`config.mk`:
```
export PLATFORM = sky130hd
export DESIGN_NAME = rndgen_lfsr
export DESIGN_NICKNAME = d
export VERILOG_FILES = /design/src/rtl/rndgen_lfsr.sv
export SDC_FILE = /design/constraint.sdc
export NUM_CORES = 1
export LEC_CHECK = 0
export ABC_CLOCK_PERIOD_IN_PS = 2800
export BUFFER_PORTS_ARGS = -buffer_cell sky130_fd_sc_hd__buf_2
export CAP_MARGIN = 30
export CORE_MARGIN = 8
export CORE_UTILIZATION = 57
export DETAILED_ROUTE_END_ITERATION = 12
export MAX_ROUTING_LAYER = met4
export PLACE_DENSITY = 0.91
export RECOVER_POWER = 100
export SLEW_MARGIN = 10
export SYNTH_ARGS = -nofsm -noshare
export SYNTH_HDL_FRONTEND = slang
export SYNTH_SLANG_ARGS = --single-unit
```
`constraint.sdc`:
```
create_clock -name clk -period 2.8 [get_ports clk]
set_input_delay 0.28 -clock clk [delete_from_list [all_inputs] [get_ports clk]]
set_output_delay 0.28 -clock clk [all_outputs]
set_load 0.01 [all_outputs]
```
`src/rtl/rndgen_lfsr.sv`:
```
// rndgen_lfsr: parametrised XNOR LFSR random source with a valid/ready word output.
// The register is stepped OUT_W times per accepted word (unrolled chain), supports
// run-time seed load and keeps out of the all-ones lockup state.
// Optional feature: define RNDGEN_WRAP_DET_EN to add the period_wrap output, which pulses
// when the sequence returns to the state captured at reset or seed load.

package rndgen_pkg;

   // TapeNum = register length N; FB[] = 1-based tap positions, 0 = unused slot.
   typedef struct packed {
      int unsigned      TapeNum;
      logic [3:0][31:0] FB;
   } RndGenParams_t;

   localparam RndGenParams_t RndGen8  = '{TapeNum: 8,  FB: '{32'd8,  32'd6,  32'd5, 32'd4}};
   localparam RndGenParams_t RndGen16 = '{TapeNum: 16, FB: '{32'd16, 32'd15, 32'd13, 32'd4}};
   localparam RndGenParams_t RndGen31 = '{TapeNum: 31, FB: '{32'd31, 32'd28, 32'd0, 32'd0}};

endpackage

module rndgen_lfsr #(
   parameter rndgen_pkg::RndGenParams_t   PARAMS       = rndgen_pkg::RndGen31,
   parameter int unsigned                 OUT_W        = 8,
   parameter logic [PARAMS.TapeNum-1:0]   DEFAULT_SEED = '0
) (
   input  logic                      clk,
   input  logic                      rst_n,
   input  logic                      en,
   input  logic                      seed_load,
   input  logic [PARAMS.TapeNum-1:0] seed,
   output logic                      out_valid,
   input  logic                      out_ready,
   output logic [OUT_W-1:0]          out_data
`ifdef RNDGEN_WRAP_DET_EN
   ,
   output logic                      period_wrap
`endif
);

   localparam int unsigned N = PARAMS.TapeNum;
   localparam logic [N-1:0] LOCKUP = {N{1'b1}};

   if (OUT_W < 1 || OUT_W > N) begin : gen_bad_out_w
      $error("rndgen_lfsr: OUT_W must lie in 1..N");
   end

   // One XNOR step; newest bit enters at bit 0.
   function automatic logic [N-1:0] lfsr_step(input logic [N-1:0] s);
      logic fb;
      fb = 1'b0;
      for (int unsigned j = 0; j < N; j++) begin
         for (int unsigned k = 0; k < 4; k++) begin
            if (PARAMS.FB[k] == 32'(j + 1)) begin
               fb = fb ^ s[j];
            end
         end
      end
      return {s[N-2:0], ~fb};
   endfunction

   logic [N-1:0] s_q;
   logic [N-1:0] s_after;
   logic [N-1:0] s_adv;
   logic [N-1:0] load_val;
   logic         adv;

   // Unrolled OUT_W-step chain plus lockup guard and seed sanitising.
   always_comb begin
      s_after = s_q;
      for (int unsigned i = 0; i < OUT_W; i++) begin
         s_after = lfsr_step(s_after);
      end
      // Unreachable from a legal state; guards against upsets or a bad DEFAULT_SEED path.
      s_adv    = (s_after == LOCKUP) ? DEFAULT_SEED : s_after;
      load_val = (seed == LOCKUP) ? DEFAULT_SEED : seed;
      adv      = en & ~seed_load & (~out_valid | out_ready);
   end

   // State, output word and handshake flag; seed load discards any pending word.
   always_ff @(posedge clk or negedge rst_n) begin
      if (!rst_n) begin
         s_q       <= DEFAULT_SEED;
         out_valid <= 1'b0;
         out_data  <= '0;
      end else if (seed_load) begin
         s_q       <= load_val;
         out_valid <= 1'b0;
      end else if (adv) begin
         s_q       <= s_adv;
         out_data  <= s_adv[OUT_W-1:0];
         out_valid <= 1'b1;
      end else begin
         if (out_valid && out_ready) begin
            out_valid <= 1'b0;
         end
         if (s_q == LOCKUP) begin
            s_q <= DEFAULT_SEED;
         end
      end
   end

`ifdef RNDGEN_WRAP_DET_EN
   logic [N-1:0] ref_q;

   // Reference state captured at reset/load; pulse the cycle after a word lands on it.
   always_ff @(posedge clk or negedge rst_n) begin
      if (!rst_n) begin
         ref_q       <= DEFAULT_SEED;
         period_wrap <= 1'b0;
      end else if (seed_load) begin
         ref_q       <= load_val;
         period_wrap <= 1'b0;
      end else if (adv) begin
         period_wrap <= (s_adv == ref_q);
      end else begin
         period_wrap <= 1'b0;
      end
   end
`else
   // Wrap detection disabled: no reference register, no period_wrap port.
`endif

endmodule

```
==> flow_summary.ini <==
[worst_setup_path]
end_kind = flip-flop
cp.required_ns = 3.04
worstPathArrival_ns = 2.54
cp_max_fo = 31
crit_type = reg2reg
startpoint_type = flip-flop

[finish]
fillers = 291
antenna_cells = 0
final_common_cell = dfrtp_1
syn_to_final_growth_pct = 14.1
nNetsFinal = 287
final_util_pct = 67.3
final_cell_mix = dfrtp_1 (40), buf_2 (35), nor2_1 (32)
drive_gt1_share_pct = 18.7

[placement]
hpwlAfterDp_um = 3820
dp_slack_ns = 0.735
port_buffers = 44
globalplace.congestion = 0.947

[timing]
min_period_ns = 2.30
fmax_mhz = 434
fin_skew_ns = 0.00845
finalWorstSetupSlack_ns = 0.496
hold_viol = 0
tns_ns = 0
tightest_slew_ns = 1.71
rsz0062_at_grt = false
maxSlewViolCount = 41
period_share_pct = 82.3
holdWs_ns = 0.114
relSlewSlack_pct = -14.2
finalSetupViolCount = 0

[routing]
routed_wl_um = 5030
dr.first_iter.drc_count = 195
num_vias = 1815
ant_nets = 0
dr.pass1.iters = 4
drc_errors = 0
wl_per_cell_um = 16.9
avgViaCountPerCell = 6.09

[synth]
syn_nets = 244
syn_avg_cell_area_um2 = 9.47
synth-edff-count = 0
ys_warn_count = 0
synthFlopType = dfrtp_1
seq_area_frac_synth_pct = 50.8
syn_inst = 208
syn_area_mm2 = 0.00197
ys_types = 22
synth-seq-cells = 40
synthArstFlopShare_pct = 100

[clock_network]
cts.repair.resized = 0
clk_pin_slew_ns = 0.11
root_buffer = clkbuf_4
cts_tree = built
clk_path_buf_depth = 2
cts_buffers = 5
cts_max_level = 2
clk_latency_ns = 0.35
cts_sinks = 40

[global_route]
grt_first_pass_wirelength_um = 8140
grt_use_total_pct = 20.0
grt-ovfl-total = 0
grt_max_degree = 41
antenna_found_initial = 0
grt_pass1_vias = 1710

[floorplanning]
core_region_area_mm2 = 0.00334
initial_utilization_pct = 59.0
die_x_um = 74.8
row_count = 21
die_h_um = 74.8
die-area_mm2 = 0.00559
io-pin-count = 45

[run]
max-cap-violations = 1

[pwr]
cellPowerDensity_mw_per_mm2 = 585
peakVddDrop_v = 0.000342
leakagePower_uw = 0.00103

[run_status]
status = finished with violations
violations = capacitance limit, slew limit

[hold_path]
hold_class = in2reg
## logic make-up (layout without fill, tap and decap cells)
logic type	count (synthesis)	in the layout	synth area share, %
AND/OR/NAND/NOR	88	88	21.2
XOR/XNOR	8	8	3.56
AO/OA/AOI/OAI	58	58	19.1
flip-flops	40	40	50.8
buffers and inverters	14	58	5.34
## Yosys cell counts, types with 2 or more instances
cell type	count	area share, %
clkbuf_1	3	0.57
a22oi_1	23	8.8
buf_6	6	3.4
buf_2	3	0.76
nor2_1	32	6.1
nand3_1	2	0.51
dfrtp_1	40	51
nor4_1	5	1.6
a21oi_1	24	6.1
a31oi_1	8	2.5
nand2_1	24	4.6
xor2_1	8	3.6
nand2b_1	8	2.5
nand4_1	14	4.4
## critical path, cell delays in order (launching register included)
cell and delay [ns]:
dfrtp_1 0.44, nand4_1 0.13, nor4_1 0.58, a41oi_2 0.20, clkbuf_2 0.40, a22oi_1 0.35, a21oi_1 0.10
## flip-flops by register name, summed over array words and instances, names as in the netlist
| name | count |
|---|---|
| out_data | 8 |
| out_valid | 1 |
| s_q | 31 |
## timing repair
item,CTS,global route
endpoints found under the hold margin,0,40
setup endpoints to repair,0,0
hold buffers,0,1
buffers inserted,0,0
## metal layers
layer	vias up	routed length (um)	global-route usage [%]
li1	845	-	-
met1	849	2170	25.8
met2	104	2250	28.8
met3	17	452	4.66
met4	0	155	10.2
met5	-	0	-
## per-stage QoR
stage	cells	total power (uW)	area, um2
6_report	298	1310	2250
5_1_grt	298	1390	2250
4_1_cts	296	1320	2240
3_5_place_dp	288	1020	2190
3_3_place_gp	288	1010	2190
2_1_floorplan	208	904	1970
## path summary, 6_finish.rpt
kind / slack [ns] / cells past startpoint / end / from
min reg2reg: 0.48 / 2 / out_data[1] / out_data[1]
max: 0.50 / 6 / s_q[26] / s_q[21]
max reg2reg: 0.50 / 6 / s_q[26] / s_q[21]
min in group asynchronous: 1.08 / 3 / s_q[3] / rst_n
max in group asynchronous: 0.72 / 3 / s_q[24] / rst_n
min: 0.11 / 2 / out_valid / seed_load
## cell type report
class / instances / area [um2] / share of cell area, %
sequential: 40 / 1000 / 44.5
multi-input combinational: 154 / 862 / 38.4
timing repair buffer: 49 / 264 / 11.7
clock buffer: 8 / 58.8 / 2.62
tap: 46 / 57.6 / 2.56
inverter: 1 / 3.75 / 0.167
## power breakdown
part           leakage (uW)  total [uW]  switching (uW)  internal, uW
Sequential         0.000484         740            78.4           662
Clock             0.0000326         307             183           124
Combinational      0.000516         267             155           112
No activity file was read; power rests on OpenSTA's default activity.
